$ cat config.mk
export PLATFORM = sky130hd
export DESIGN_NAME = bch_decoder
export DESIGN_NICKNAME = d
export VERILOG_FILES = /design/src/rtl/bch_decoder.sv
export SDC_FILE = /design/constraint.sdc
export NUM_CORES = 1
export LEC_CHECK = 0
export CAP_MARGIN = 20
export CORE_UTILIZATION = 38
export CTS_CLUSTER_DIAMETER = 120
export DETAILED_ROUTE_END_ITERATION = 16
export PLACE_DENSITY = 0.68
export REMOVE_ABC_BUFFERS = 1
export SYNTH_ARGS = -nofsm -noshare
export SYNTH_HDL_FRONTEND = slang
export SYNTH_SLANG_ARGS = --single-unit
$ cat constraint.sdc
create_clock -name clk -period 5.45 [get_ports clk]
set_input_delay 0.545 -clock clk [delete_from_list [all_inputs] [get_ports clk]]
set_output_delay 0.545 -clock clk [all_outputs]
set_load 0.01 [all_outputs]
$ cat src/rtl/bch_decoder.sv
// bch_decoder: serial SEC-DED decoder for BCH(63,56), g(x)=x^7+x^6+x^2+1.
// Define BCH_DEC_EARLY_EXIT_EN to leave correction on the matching bit instead of after all 63.
module bch_decoder #(
    parameter int N = 63,
    parameter int K = 56,
    parameter logic [6:0] GLOW = 7'b1000101
) (
    input  logic         clk,
    input  logic         rst_n,
    input  logic [N-1:0] R,
    input  logic         isEn2,
    output logic [N-1:0] Rc,
    output logic [K-1:0] D,
    output logic [5:0]   Err_Pos,
    output logic         Corrected,
    output logic         Uncorrectable,
    output logic         Decode_Done
);
    typedef enum logic [2:0] {IDLE, SYND, EVAL, CORR, DONE} state_t;

    state_t       state_q;
    logic [N-1:0] rc_q;
    logic [6:0]   s_q, p_q;
    logic [5:0]   cnt_q, pos_q;
    logic         par_q, corr_q, unc_q, done_q;
    logic         bit_w, hit_w, exit_w;

    assign bit_w = rc_q[cnt_q];
    // p walks x^j mod g(x); a single error at j leaves exactly that value in s
    assign hit_w = (p_q == s_q) && !corr_q;
`ifdef BCH_DEC_EARLY_EXIT_EN
    assign exit_w = hit_w || (cnt_q == 6'd62);
`else
    assign exit_w = (cnt_q == 6'd62);
`endif

    assign Rc            = rc_q;
    assign D             = rc_q[N-1:N-K];
    assign Err_Pos       = pos_q;
    assign Corrected     = corr_q;
    assign Uncorrectable = unc_q;
    assign Decode_Done   = done_q;

    always_ff @(posedge clk or negedge rst_n) begin
        if (!rst_n) begin
            state_q <= IDLE;
            rc_q    <= '0;
            s_q     <= '0;
            p_q     <= '0;
            cnt_q   <= '0;
            pos_q   <= '0;
            par_q   <= 1'b0;
            corr_q  <= 1'b0;
            unc_q   <= 1'b0;
            done_q  <= 1'b0;
        end else begin
            case (state_q)
                IDLE: if (isEn2) begin
                    rc_q    <= R;
                    s_q     <= '0;
                    par_q   <= 1'b0;
                    cnt_q   <= 6'd62;
                    pos_q   <= '0;
                    corr_q  <= 1'b0;
                    unc_q   <= 1'b0;
                    state_q <= SYND;
                end
                SYND: begin
                    s_q   <= {s_q[5:0], bit_w} ^ (s_q[6] ? GLOW : 7'd0);
                    par_q <= par_q ^ bit_w;
                    cnt_q <= cnt_q - 6'd1;
                    if (cnt_q == 6'd0) state_q <= EVAL;
                end
                EVAL: begin
                    if (s_q == 7'd0 || !par_q) begin
                        unc_q   <= (s_q != 7'd0);
                        done_q  <= 1'b1;
                        state_q <= DONE;
                    end else begin
                        p_q     <= 7'd1;
                        cnt_q   <= 6'd0;
                        state_q <= CORR;
                    end
                end
                CORR: begin
                    if (hit_w) begin
                        rc_q[cnt_q] <= ~rc_q[cnt_q];
                        pos_q       <= cnt_q;
                        corr_q      <= 1'b1;
                    end
                    p_q   <= {p_q[5:0], 1'b0} ^ (p_q[6] ? GLOW : 7'd0);
                    cnt_q <= cnt_q + 6'd1;
                    if (exit_w) begin
                        unc_q   <= !(corr_q || hit_w);
                        done_q  <= 1'b1;
                        state_q <= DONE;
                    end
                end
                DONE: if (!isEn2) begin
                    done_q  <= 1'b0;
                    state_q <= IDLE;
                end
                default: state_q <= IDLE;
            endcase
        end
    end
endmodule

==> Word-level counts from Yosys, hierarchy flattened <==
Index checks and enable logic that the tools add are counted.
{ "op_classes": {"addsub": 2, "multipliers": 0, "n_div": 0, "magnitude_cmp": 2, "n_eq_ne": 13, "shifts": 0, "n_mux": 37, "n_bitwise": 4, "n_reduce_logical": 24} }
{ "op_table": {"columns": ["cell", "count"], "rows": [
  ["63-bit two-way mux", 2],
  ["63-bit one-hot mux with 2 select lines", 1],
  ["63-bit bitwise mux", 1],
  ["7-bit two-way mux", 4],
  ["7-bit one-hot mux with 2 select lines", 2],
  ["6-bit two-way mux", 4],
  ["6-bit one-hot mux with 4 select lines", 1],
  ["3-bit two-way mux", 5],
  ["3-bit one-hot mux with 5 select lines", 1],
  ["2-bit inequality test, second input constant", 7],
  ["7-bit bitwise XOR", 2],
  ["6-bit one-hot mux with 2 select lines", 1],
  ["4-bit AND reduction", 3],
  ["1-bit two-way mux", 9],
  ["7-bit == test", 1],
  ["7-bit logical NOT", 1],
  ["6-bit by 7-bit less-than comparator with 1-bit output, second input constant", 1],
  ["7-bit nonzero test", 1],
  ["6-bit by 1-bit adder with 6-bit output, second input constant", 1],
  ["1-bit binary-select mux with 6-bit select", 1],
  ["1-bit demux with 6-bit select", 1],
  ["3-bit by 2-bit == test with 1-bit output, second input constant", 2],
  ["6-bit == test, second input constant", 1],
  ["6-bit by 1-bit >= comparator with 1-bit output, second input constant", 1],
  ["other kinds (17)", 28]
]} }
{ "totals": {"register_bits": 96, "latchBits": 0, "mem_bits_rw": 0, "mem_bits_ro": 0, "input_bits": 66, "out_inout_bits": 128, "wordCells": 92, "memories": 0} }

==> Depth between registers and ports, before layout <==
Gate-level depths: netlist of run 1.
{ "logic_depth": {"ltp_word": 7, "ltp_mapped": 12, "mapped_depth_nobuf": 8} }

==> Least setup slack after synthesis of run 1 <==
Ideal clock, no wire load.
{ "synth_path": {"kind": "reg2reg", "from": "register state_q[2]", "to": "register cnt_q[5]", "setup_time_ps": 143, "t_arrival_ps": 2572, "required_time_ps": 5307, "path_slack_ps": 2735, "path_stages_with_launch": 12, "n_path_buf": 3, "period_less_slack_ps": 2715, "path_cell_list": "dfrtp_1 > clkbuf_1 > nand3b_1 > clkbuf_1 > buf_1 > ha_1 > a21o_1 > a21oi_1 > o21bai_1 > a21oi_1 > mux2i_1 > a21oi_1"} }
{ "synth_via": {"elab_chain_cells": 3, "elab_cells_between_ends": 9, "classes_between": "eq/ne: 5; mux: 1; reduce/logical: 3"} }
{ "synth_rtl": {"columns": ["element", "line_no", "text"], "rows": [
  ["start: declaration", "21", "state_t state_q;"],
  ["start signal: assignment", "46", "state_q <= IDLE;"],
  ["start signal: assignment", "66", "state_q <= SYND;"],
  ["start signal: assignment", "72", "if (cnt_q == 6'd0) state_q <= EVAL;"],
  ["3-bit by 2-bit == test with 1-bit output (tied with other cells)", "57", "case (state_q)"],
  ["4-bit nonzero test (no source line) / 2-bit inequality test (equally long branches)", null, null],
  ["3-bit AND reduction (no source line)", null, null],
  ["end signal: assignment", "71", "cnt_q <= cnt_q - 6'd1;"],
  ["end signal: assignment", "92", "cnt_q <= cnt_q + 6'd1;"],
  ["end: declaration", "24", "logic [5:0] cnt_q, pos_q;"]
]} }
Several ways; a longest one is shown, not always the timed one.
A chain may end at the register's enable or synchronous reset.

==> Final worst setup path of run 1 <==
{ "layout_path": {"from": "register cnt_q[0]", "to": "register rc_q[62] (netlist: Rc[62])"} }
{ "layout_via": {"elab_chain_cells": 7, "elab_cells_between_ends": 11, "classes_between": "order compare: 2; mux: 7; bitwise: 1; reduce/logical: 1"} }
{ "layout_rtl": {"columns": ["element", "line_no", "text"], "rows": [
  ["6-bit by 7-bit less-than comparator with 1-bit output (not written as such) / 6-bit by 1-bit >= comparator with 1-bit output (equally long branches)", "87", "rc_q[cnt_q] <= ~rc_q[cnt_q];"],
  ["1-bit logical AND (not written as such)", "87", null],
  ["1-bit two-way mux (not written as such)", "87", null],
  ["1-bit demux with 6-bit select", "87", null],
  ["63-bit bitwise mux (*)", "87", null],
  ["63-bit two-way mux (*)", "86", "if (hit_w) begin"],
  ["63-bit one-hot mux with 2 select lines (*)", "57", null],
  ["end signal: indexed assignment", "87", null],
  ["end: declaration", "22", "logic [N-1:0] rc_q;"]
]} }
Mark *: on every way between the ends. The rest lies on a longest branch, timed or not. The select of a mux whose other input is x is not followed.

==> metrics.md, run 1 <==
| Metric | Value |
|---|---|
| Placed insts | 1,100 |
| Sequential share of the synthesized area | 36.48% |
| Clock skew | 0.007314 ns |
| Clk Latency, worst-skew pair | 0.35 ns |
| Share of power burned in combinational logic | 58.1% |
| Peak VDD IR | 0.2672 mV |
| Gr busiest metal | met2 |
| Routed WL per cell | 19.77 um |
| Clk root buf | clkbuf_16 |
| Met3 Use GR | 3.653% |
| Multi-input gate area | 3498 um^2 |
| Die ar. | 17,860 um^2 |
| Count of cell types in the netlist | 54 |
| Area delta synth->final | 30.08% |
| Tcrit/Tclk final | 67.60% |
| Initial antenna violation count | 0 |
| Syn_area_per_cell | 8.336 um^2 |
| Tmin final | 3.684 ns |
| Critical Path End Type | flop |
| GRT overflow | 0 |
| CTS tree | yes |
| GR Util met2 | 39.00% |
| Status | finished, final reports clean |
| Vias/cell | 5.703 |
| Clk pwr share | 12.3% |
| DR iter-0 viols | 605 |
| Relative slew slack | 36.04% |
| Measured slew at the worst slew-check pin | 0.9594 ns |
| Hold Vio Cnt, Final | 0 |
| EDFF count, synth | 0 |
| Port bufs | 193 |
| Post-Syn Area | 6585 um^2 |
| Rows | 47 |
| LEAKAGE | 3.478 nW |
| Num Clock Sinks | 96 |
| Yosys top cell area share | 36.48% |
| Ranking of synthesized cells by area | dfrtp_1 36%, o21ai_0 8.9%, buf_4 6.6% |
| Max Freq | 271.4 MHz |
| Setup Crit Path Kind | reg2reg |
| Async set-reset flop share out of synthesis | 100.0% |
| Worst-path clk slew | 0.07 ns |
| R2R setup slack | 1.77 ns |
| Final core utilization | 51.11% |
| Met1 Use GR | 35.44% |
| Core area | 16,760 um^2 |
| # setup viols final | 0 |
| Sequential power share | 29.5% |
| Internal power | 0.003023 W |
| DRC | 0 |
| Cell with the most instances after synthesis | o21ai_0 |
| P_sw | 0.002474 W |
| Net switching fraction of the power | 45.01% |
| WP data required | 5.74 ns |
| Maxcap violations | 0 |
| Register area | 2402 um^2 |
| #FFs+latches synth | 96 |
| Post_cts resized | 0 |
| Routed wire length | 22,060 um |
| Gr usage total | 25.21% |
| Ys flop type | dfrtp_1 |
| Yosys top cell by area | dfrtp_1 |
| First-pass detailed-route iteration total | 5 |
| WHS | 0.1284 ns |
| CP max FO | 21 |
| Pins Over Slew Limit | 0 |
| # fillers | 1,576 |
| Nets@finish | 967 |
| CTS H-tree depth | 3 |
| Total setup buffers inserted after CTS | 0 |
| Starting density of the core | 39.29% |
| Largest net degree at the start of global routing | 82 |
| Fin cells | 1,116 |
| Clock tree buffer depth | 2 |
| Vias post-DR | 6,365 |
| Commonest cells post-synth | 117 x o21ai_0, 105 x nand2_1, 96 x dfrtp_1, 78 x a21oi_1, 58 x buf_4 |
| Syn. warnings | 0 |
| Gate Count Post-Synth | 790 |
| Post-route ant nets | 0 |
| GPL Wtd Cong | 0.9224 |
| First-pass GRT wire length | 34,910 um |
| # diodes | 0 |
| Ports | 194 |
| Power Density | 641.8 nW/um^2 |
| Dpl hpwl | 15,050 um |
| Die X-Extent | 133.6 um |
| Critical path arrival | 3.98 ns |
| RSZ-0062 raised after global routing | no |
| # hold bufs at CTS | 0 |
| Chip height | 133.6 um |
| Number of CTS-inserted buffers | 9 |
| HP Class | in2async |
| Layout cells sized above 1 | 7.478% |
| Number of global-route vias before repair | 6,144 |
| Critical Path Start Type | flop |
cells in the final DEF (no fill, tap or decap), types with 7 or more instances in the layout:
master,count
inv_1,7
xor2_1,8
mux2_2,16
buf_4,16
o21ai_0,117
o211ai_1,47
nand2_1,105
o21a_1,16
a21oi_1,78
clkdlybuf4s50_1,192
ha_1,9
a31o_1,10
nand3_1,14
dfrtp_1,96
mux2i_1,8
nor3_1,10
nor2_1,35
mux2_1,8
clkbuf_16,9
kinds of logic (layout without fill, tap and decap cells):
kind of cell	Yosys count	count (layout)	synth area share, %
compound gates	304	304	27.63
xor+xnor	13	13	1.729
fa+ha+maj	10	10	2.014
buf+inv	126	232	11.04
flops	96	96	36.48
mux	37	37	7.030
simple gates	204	204	14.08
final timing paths:
kind                       startpoint    endpoint  cells after the start
min in group clk                par_q       par_q                      1
max                          cnt_q[0]      Rc[62]                      7
max reg2reg                  cnt_q[0]      Rc[62]                      7
min                             rst_n  Err_Pos[1]                      1
max in group asynchronous       rst_n      s_q[1]                      2
min reg2reg                     par_q       par_q                      1
layer usage:
layer  routed length [um]  part of all wire [%]
met1                 9751                    44
met2                10170                    46
met3                 1600                   7.3
met4                  534                   2.4
met5                    0                     0
sequential cells by signal, indices dropped and copies added, names as in the netlist, 3 cells and up:
name	count
state_q	3
Rc	63
p_q	7
s_q	7
cnt_q	6
Err_Pos	6
per-stage QoR:
step                      instance area, um^2  power (W)  setup TNS, ns  setup WS [ns]
final                                    8566   0.005497              0          1.766
after global routing                     8566   0.005875              0          1.558
after CTS                                8566   0.005488              0          1.794
after detailed placement                 8248   0.004787              0          1.823
after global placement                   8248   0.004756              0          1.956
after floorplan                          5888   0.003164         -9.877        -0.3502
worst max-delay path: stages, from the launching register on:
cell and delay [ns]:
dfrtp_1 0.83, buf_4 0.39, mux2_2 0.37, mux4_2 0.47, a22oi_1 0.24, and3_1 0.36, and3_1 0.69, a41o_1 0.26
power by group through the flow:
stage	clock network [W]	logic (W)	registers, W
floorplan	0	0.00152	0.00165
global placement	0	0.00313	0.00163
detailed placement	0	0.00317	0.00162
CTS	0.000685	0.00319	0.00161
global route	0.000716	0.00348	0.00168
finish	0.000678	0.00319	0.00162
cell type report:
| class | count | area share [%] |
|---|---|---|
| clock buffers | 12 | 3.111 |
| clock inverters | 4 | 0.5989 |
| inverters | 8 | 0.3506 |
| multi-input cells | 568 | 40.84 |
| flip-flops and latches | 96 | 28.05 |
| well taps | 220 | 3.214 |
| repair buffers | 208 | 23.84 |
No activity file was read; power rests on OpenSTA's default activity.
==> inputs of run 2 (changes only) <==
Clock period 5.45 ns to 3.4 ns, I/O delays scaled along.
==> metrics.md, run 2 (same netlist as run 1, synthesis figures left out) <==
| Metric | Value |
|---|---|
| Reg2reg path depth | 6 |
| CTS tree | yes |
| Rows | 47 |
| Multi-input gate area | 3498 um^2 |
| Vias post-DR | 6,525 |
| Die ar. | 17,860 um^2 |
| # setup viols final | 0 |
| Clock tree buffer depth | 2 |
| CP max-delay cell | dfrtp_1 |
| Placed insts | 1,116 |
| Critical path arrival | 3.15 ns |
| Status | finished, final reports clean |
| Num Clock Sinks | 96 |
| Clk root buf | clkbuf_16 |
| GRT overflow | 0 |
| Max FFs per register | 63 |
| CP Cell Sequence | buf_4, mux4_2, a22oi_1, and3_1, nand4_1, o211ai_1 |
| RSZ-0062 raised after global routing | no |
| Port bufs | 193 |
| DRC | 0 |
| Tcrit/Tclk final | 85.14% |
| FF-to-FF Start | cnt_q[1] |
| Highest Signal Layer | met4 |
| DR WL met2 | 10,460 um |
| Relative slew slack | 48.29% |
| Power Density | 1021 nW/um^2 |
| Routed wire length | 22,270 um |
| Critical Path End Type | flop |
| Peak VDD IR | 0.4222 mV |
| Measured slew at the worst slew-check pin | 0.7757 ns |
| Dpl hpwl | 15,460 um |
| Largest net degree at the start of global routing | 97 |
| Pins Over Slew Limit | 0 |
| Register area | 2402 um^2 |
| Area delta synth->final | 31.65% |
| WP data required | 3.66 ns |
| Hold Vio Cnt, Final | 0 |
| WL met1 | 9716 um |
| GPL Wtd Cong | 0.8610 |
| Worst stage delay on the critical path | 0.85 ns |
| CP max FO | 21 |
| Critical Path Start Type | flop |
| Clk Latency, worst-skew pair | 0.35 ns |
| Routed WL per cell | 19.73 um |
| Worst-path clk slew | 0.06 ns |
| Setup Crit Path Kind | reg2reg |
| Layout cells sized above 1 | 8.581% |
| Most common cell after layout, fill and taps aside | clkdlybuf4s50_1 |
| # diodes | 0 |
| Post_cts resized | 0 |
| Initial antenna violation count | 0 |
| Clock skew | 0.008831 ns |
| Ports | 194 |
| DR iter-0 viols | 527 |
| Number of global-route vias before repair | 6,110 |
| Max Freq | 345.5 MHz |
| # fillers | 1,607 |
| Power consumption | 0.008855 W |
| CTS H-tree depth | 3 |
| Die X-Extent | 133.6 um |
| # hold bufs at CTS | 0 |
| Worst setup path startpoint | cnt_q[1] |
| HP Class | in2async |
| Gr usage total | 25.32% |
| Starting density of the core | 39.29% |
| Vias/cell | 5.779 |
| WL met3 | 1773 um |
| First-pass detailed-route iteration total | 5 |
| First-pass GRT wire length | 35,020 um |
| Tmin final | 2.895 ns |
| Core area | 16,760 um^2 |
| Chip height | 133.6 um |
| LEAKAGE | 3.545 nW |
| Total setup buffers inserted after CTS | 0 |
| Commonest non-fill, non-tap cells in the layout | 192 x clkdlybuf4s50_1, 117 x o21ai_0, 105 x nand2_1 |
| Number of CTS-inserted buffers | 9 |
| Post-route ant nets | 0 |
| Fin cells | 1,129 |
| Nets@finish | 983 |
| Maxcap violations | 0 |
run 2: cell types whose count changed in the layout (fill, tap and decap cells not counted):
cell,previous run,this run
clkinvlp_4,1,0
buf_4,16,30
clkinv_2,1,0
buf_12,0,2
clkbuf_1,0,2
clkbuf_8,3,1
clkinv_4,1,0
run 2: final timing paths:
check / to / slack (ns)
worst min-delay path: Err_Pos[4] / 0.02
worst max register to register: Rc[27] / 0.51
max in group asynchronous: Rc[58] / 2.92
worst min register to register: Err_Pos[0] / 0.50
min in group clk: Err_Pos[0] / 0.50
worst max-delay path: Rc[27] / 0.51
run 2: critical path, delay by kind of cell (launching register included):
family,cells,cell delay (ns)
compound gates,2,0.55
buf+inv,1,0.29
flops,1,0.85
mux,1,0.31
simple gates,2,0.79
run 2: power by group:
| group | internal (W) | total (W) | switching [W] |
|---|---|---|---|
| combinational | 0.00265 | 0.00528 | 0.00263 |
| clock | 0.000579 | 0.00100 | 0.000421 |
| sequential | 0.00167 | 0.00258 | 0.000912 |
run 2: cell type report:
class,instances,share of cell area [%]
well taps,220,3.175
inverters,8,0.3464
repair buffers,224,25.23
clock buffers,12,2.843
flip-flops and latches,96,27.71
clock inverters,1,0.3464
multi-input cells,568,40.35
run 2: through the flow:
stage	hold WS, ns	worst slack [ns]	util, %	TNS (ns)	area [um^2]
after detailed placement	0.4452	0.5976	50.08	0	8393
after global routing	0.08437	0.3303	51.73	0	8670
after global placement	0.4435	0.6246	50.08	0	8393
final	0.01743	0.5053	51.73	0	8670
after floorplan	0.04441	-2.400	-	-147.21	5888
after CTS	0.06480	0.5596	51.73	0	8670
run 2: per-layer routing:
metal / up-vias / global-route usage (%)
li1: 3016 / -
met1: 3140 / 34.79
met2: 347 / 40.63
met3: 22 / 5.822
met4: 0 / 5.177
met5: - / 0
==> inputs of run 3 (changes only) <==
--- a/config.mk
+++ b/config.mk
@@ -13,2 +13,3 @@
 export REMOVE_ABC_BUFFERS = 1
+export SKIP_CTS_REPAIR_TIMING = 1
 export SYNTH_ARGS = -nofsm -noshare
==> constraint.sdc (replaced) <==
create_clock -name clk -period 3.4 [get_ports clk]
set_input_delay 0.51 -clock clk [delete_from_list [all_inputs] [get_ports clk]]
set_output_delay 0.51 -clock clk [all_outputs]
set_load 0.01 [all_outputs]
==> metrics.md, run 3 (same netlist as run 1, synthesis figures left out) <==
| Metric | Value |
|---|---|
| Status | finished, final reports clean |
| Gr usage total | 25.72% |
| DRC | 0 |
| Layout cells sized above 1 | 8.901% |
| HP Class | in2async |
| WP data required | 3.70 ns |
| Rows | 47 |
| Ports | 194 |
| Nets@finish | 981 |
| GPL Wtd Cong | 0.9273 |
| # diodes | 0 |
| Vias/cell | 5.807 |
| Setup Crit Path Kind | reg2reg |
| Number of CTS-inserted buffers | 9 |
| Clk root buf | clkbuf_16 |
| Max FFs per register | 63 |
| Starting density of the core | 39.29% |
| Post-route ant nets | 0 |
| Tcrit/Tclk final | 86.60% |
| Largest net degree at the start of global routing | 82 |
| First-pass GRT wire length | 35,620 um |
| Maxcap violations | 0 |
| Pins Over Slew Limit | 0 |
| Max Freq | 339.6 MHz |
| Worst Setup Slack, final | 0.4557 ns |
| Critical path arrival | 3.24 ns |
| GRT overflow | 0 |
| LEAKAGE | 3.565 nW |
| Clock skew | 0.005199 ns |
| Clock tree buffer depth | 2 |
| Clk Latency, worst-skew pair | 0.36 ns |
| Worst-path clk slew | 0.07 ns |
| Chip height | 133.6 um |
| Core area | 16,760 um^2 |
| Pre-CTS setup slack | 0.5019 ns |
| Peak VDD IR | 0.3717 mV |
| Most common cell after layout, fill and taps aside | clkdlybuf4s50_1 |
| Measured slew at the worst slew-check pin | 0.9281 ns |
| Initial antenna violation count | 0 |
| CP max FO | 26 |
| Area delta synth->final | 32.30% |
| Worst setup path startpoint | cnt_q[1] |
| First-pass detailed-route iteration total | 5 |
| Die ar. | 17,860 um^2 |
| Routed WL per cell | 19.81 um |
| RSZ-0062 raised after global routing | no |
| WHS | 0.1681 ns |
| DR iter-0 viols | 607 |
| Vias post-DR | 6,562 |
| Power Density | 1032 nW/um^2 |
| Number of global-route vias before repair | 6,253 |
| Power consumption | 0.008995 W |
| Critical Path Start Type | flop |
| Critical Path End Type | flop |
| Die X-Extent | 133.6 um |
| # setup viols final | 0 |
| Num Clock Sinks | 96 |
| Relative slew slack | 38.13% |
| CTS tree | yes |
| Port bufs | 193 |
| Routed wire length | 22,390 um |
| CTS H-tree depth | 3 |
| FF-to-FF Start | cnt_q[1] |
| Setup_tns | 0 ns |
| Hold Vio Cnt, Final | 0 |
| Commonest non-fill, non-tap cells in the layout | 192 x clkdlybuf4s50_1, 117 x o21ai_0, 105 x nand2_1 |
| Tmin final | 2.944 ns |
| Dpl hpwl | 15,400 um |
[run 3: cell types whose count changed in the layout (fill, tap and decap cells not counted), sizes merged]
cell and change:
clkinvlp +1, buf -2, clkinv +3, bufinv +1, clkbuf -2
[run 3: metrics by stage]
step / cell area [um^2] / cells / utilization (%)
6_report: 8712 / 1130 / 51.98
5_1_grt: 8712 / 1130 / 51.98
4_1_cts: 8712 / 1130 / 51.98
3_5_place_dp: 8391 / 1114 / 50.06
3_3_place_gp: 8391 / 1114 / 50.06
2_1_floorplan: 5888 / 672 / -
[run 3: routing by layer]
layer	part of all wire [%]	global-route usage, %	vias to the layer above	wire [um]
met1	44	35.93	3195	9851
met3	7.4	5.251	33	1664
met4	1.8	7.576	0	411
li1	-	-	3016	-
met5	0	0	-	0
met2	47	40.02	318	10460
[run 3: area by class of cell]
type / instances / area, um^2
timing repair buffer: 222 / 2185
tap: 220 / 275.3
fill: 1594 / 8048
clock buffer: 10 / 239.0
multi-input combinational: 568 / 3498
sequential: 96 / 2402
clock inverter: 6 / 82.58
inverter: 8 / 30.03
[run 3: report_power, final]
part	switching, W	internal (W)	leakage [nW]
clock	0.000459	0.000661	0.158
sequential	0.000889	0.00167	1.20
combinational	0.00265	0.00266	2.21
[run 3: worst max-delay path: stages (launching register included)]
cell and delay (ns):
dfrtp_1 0.95, and3b_1 0.28, a22o_1 0.24, o31ai_1 0.27, and3_1 0.22, and3_1 0.66, a41o_1 0.26
[run 3: worst paths after layout]
kind	endpoint	slack (ns)	cells after the start
min in group clk	par_q	0.50	1
worst max register to register	Rc[62]	0.46	6
worst min register to register	par_q	0.50	1
worst min-delay path	Err_Pos[3]	0.17	1
worst max-delay path	Rc[62]	0.46	6
max in group asynchronous	Rc[23]	2.54	2
==> variant 1: new RTL, flow settings as in run 2 <==
The parameter `N` goes from 63 to 126.
--- a/src/rtl/bch_decoder.sv
+++ b/src/rtl/bch_decoder.sv
@@ -2,5 +2,5 @@
 // Define BCH_DEC_EARLY_EXIT_EN to leave correction on the matching bit instead of after all 63.
 module bch_decoder #(
-    parameter int N = 63,
+    parameter int N = 126,
     parameter int K = 56,
     parameter logic [6:0] GLOW = 7'b1000101
Interface: changed (resized R and Rc); port bits go from 194 to 320. The function was not compared with the original's and may differ.
==> variant 1 against run 2 <==
- wire length rose by 41%
- core utilization rose by 2.8 points
- first-iteration DRC count rose by 46%
- design area rose by 47%
- sequential cell count rose by 63
- total power rose by 46%
- area after synthesis rose by 38%
- worst setup slack improved by 59 ps
- synthesized cell count rose by 34%
==> variant 1: results (changes against run 2) <==
highest ir drop seen on vdd 0.496 mV (+17%); multi-input combinational area share 33.7% (-6.7 points); mean area per synthesized cell 8.53 sq um (+2.3%); number of instances in the synthesized netlist 1062 (+34%); global-route wire length before repair 47500 um (+36%); instance area at placement 12200 sq um (+45%); total via count in the routed design 8755 (+34%); clock buffers 20 (+8); Clock buffers and inverters, area share 4.60% (+1.4 points); GR met1 Demand/Resource 32.5% (-2.3 points); post-synthesis share of cell area spent on full adders, half adders and majority gates 1.46% (-0.55 points); portion of the post-synthesis area used by sequential elements 43.9% (+7.4 points); pin count of the biggest net entering global routing 83 (-14%); met3 wire length 2110 um (+19%); pre-CTS setup slack 621 ps (+23.8 ps); largest stage delay on the critical path 570 ps (-280 ps); outcome completed; Hold Path Class in -> reg; largest clock skew in the final design 11.5 ps (+2.68 ps); cts bufs inserted 17 (+8); number of combinational gates with multiple inputs 760 (+34%); post-synthesis share of cell area spent on xor and xnor gates 1.26% (-0.47 points); total of buffers placed on input and output ports 319 (+65%); Global Route Usage Sum 25.6% (+0.24 points); most instantiated cells after synthesis sky130_fd_sc_hd__nand2_1, sky130_fd_sc_hd__dfrtp_1, sky130_fd_sc_hd__nor2_1; count of nets after finishing 1436 (+46%); Non-clock buffers, area share 27.0% (+1.8 points)
==> variant 1: cell count changes in the layout (fill, tap and decap cells not counted), moves of 12 or more <==
cell and delta:
sky130_fd_sc_hd__a21boi_0 +12, sky130_fd_sc_hd__nor2_1 +51, sky130_fd_sc_hd__clkdlybuf4s50_1 +126, sky130_fd_sc_hd__mux2i_1 +12, sky130_fd_sc_hd__o21ai_0 -42, sky130_fd_sc_hd__nand2_1 +146
sky130_fd_sc_hd__a21oi_1 -22, sky130_fd_sc_hd__dfrtp_1 +63, sky130_fd_sc_hd__o31ai_1 +15, sky130_fd_sc_hd__a22oi_1 +21, sky130_fd_sc_hd__nand3_1 +15, sky130_fd_sc_hd__o211ai_1 -47
==> variant 1: worst paths after layout <==
path	start	endpoint	slack, ps	cells past startpoint
worst max-delay path	cnt_q[0]	Rc[17]	560	7
worst min-delay path	R[78]	Rc[78]	440	3
worst max register to register	cnt_q[0]	Rc[17]	560	7
worst min register to register	Rc[69]	Rc[69]	480	2
max in group asynchronous	rst_n	Rc[123]	1930	3
min in group asynchronous	rst_n	Rc[12]	520	2
==> variant 1: power by group <==
group          switching [W]  internal, W
clock network       0.000836      0.00108
logic                0.00375      0.00352
registers           0.000962      0.00276
==> variant 1: worst register-to-register path, stage by stage, from the launching register on <==
cell	delay [ps]
sky130_fd_sc_hd__dfrtp_1	570
sky130_fd_sc_hd__buf_4	300
sky130_fd_sc_hd__and2_1	200
sky130_fd_sc_hd__a22o_1	240
sky130_fd_sc_hd__a221o_1	320
sky130_fd_sc_hd__a32o_1	270
sky130_fd_sc_hd__or3_1	530
sky130_fd_sc_hd__o31ai_1	310
==> variant 1: timing repair <==
item / CTS / global route
gates resized for setup: 0 / 0
hold buffers: 1 / 0
hold endpoints to repair: 3 / 0
endpoints found under the setup margin: 0 / 0
==> variant 2: new RTL, flow settings as in run 2 <==
Without the edit above. Put a register stage on the output `D`. The value now appears one clock later. The other outputs are not delayed to match.
--- a/src/rtl/bch_decoder.sv
+++ b/src/rtl/bch_decoder.sv
@@ -36,5 +36,7 @@
 
     assign Rc            = rc_q;
-    assign D             = rc_q[N-1:N-K];
+    always_ff @(posedge clk) begin
+        D <= rc_q[N-1:N-K];
+    end
     assign Err_Pos       = pos_q;
     assign Corrected     = corr_q;
Formal check against the unedited RTL: not equivalent (Yosys sat finds a counterexample within 4 cycles, from zero or initial values and one cycle with rst_n low).
==> variant 2 against run 2 <==
- the run now ends with negative hold slack left
- core utilization rose by 3.4 points
- first-iteration DRC count rose by 32%
- area after synthesis rose by 3.9%
- critical path depth rose by 2
- worst setup slack improved by 65 ps
- total power rose by 24%
- design area rose by 11%
- hold slack got worse by 25 ps
- sequential cell count rose by 56
- wire length rose by 2.5%
- largest cell class is now sequential cells
- highest routed layer unchanged
==> variant 2: results (changes against run 2) <==
multiplexer share of the synthesized area 5.63% (-1.4 points); largest stage delay on the critical path 530 ps (-320 ps); post-synthesis share of cell area spent on full adders, half adders and majority gates 1.94% (-0.076 points); post-synthesis share of cell area spent on xor and xnor gates 1.66% (-0.065 points); final standard cell utilization of the core 55.2% (+3.4 points); placer congestion estimate 0.815 (-5.4%); Hold Violations, Final 7 (+7); pre-CTS setup slack 587 ps (-10.4 ps); number of combinational gates with multiple inputs 475 (-16%); number of DRC markers in iteration 0 698 (+32%); vias in the first global route 6064 (-0.75%); Netlist cell types 53 (-1.9%); Non-clock buffers, area share 22.5% (-2.7 points); pin count of the biggest net entering global routing 80 (-18%); Clock buffers and inverters, area share 6.25% (+3.1 points); Global Route Usage Sum 25.1% (-0.19 points); cts bufs inserted 17 (+8); Async S/R FF share, synth 63.2% (-37 points); number of filler instances in the final layout 1540 (-4.2%); instance area at placement 9010 sq um (+7.3%); sw power 0.00438 W (+11%); most instantiated cells after synthesis sky130_fd_sc_hd__dfrtp_1, sky130_fd_sc_hd__a21oi_1, sky130_fd_sc_hd__nor2_1; outcome finished, violations left; largest clock skew in the final design 9.31 ps (+0.474 ps); worst hold slack after final layout -7.71 ps (-25.1 ps); clock buffers 18 (+6); cells taking the most area after synthesis sky130_fd_sc_hd__dfrtp_1, sky130_fd_sc_hd__dfxtp_1, sky130_fd_sc_hd__a31oi_1; Int Power 0.00656 W (+34%); slew of the pin with the lowest slew margin 884 ps (+109 ps); highest ir drop seen on vdd 0.593 mV (+40%); failing checks negative hold slack; Power, Total 0.0109 W (+24%); number of buffers other than clock buffers in the final layout 219 (-2.2%); combined area of the multi-input logic cells 3010 sq um (-14%)
[variant 2: power groups by stage]
stage | registers [W] | logic, W | clock network [W]
CTS | 0.00361 | 0.00536 | 0.00198
global route | 0.00372 | 0.00584 | 0.00206
floorplan | 0.00376 | 0.00248 | 0
finish | 0.00361 | 0.00538 | 0.00195
detailed placement | 0.00364 | 0.00534 | 0
global placement | 0.00362 | 0.00526 | 0
[variant 2: per-layer routing]
layer  vias to the layer above  GRT usage (%)  share of wire, %
li1                       2921              -                 -
met1                      3124           33.3                40
met2                       372           39.9                48
met3                        40           6.19               9.7
met4                         0           8.40               2.1
met5                         -              0                 0
[variant 2: path summary, 6_finish.rpt]
path | from | endpoint | slack (ps) | cells after the start
max | cnt_q[0] | Rc[40] | 570 | 8
min | rst_n | Uncorrectable | -8 | 1
max reg2reg | cnt_q[0] | Rc[40] | 570 | 8
min reg2reg | Rc[12] | D[5] | 430 | 0
max in group asynchronous | rst_n | Rc[32] | 2610 | 2
min in group clk | Rc[12] | D[5] | 430 | 0
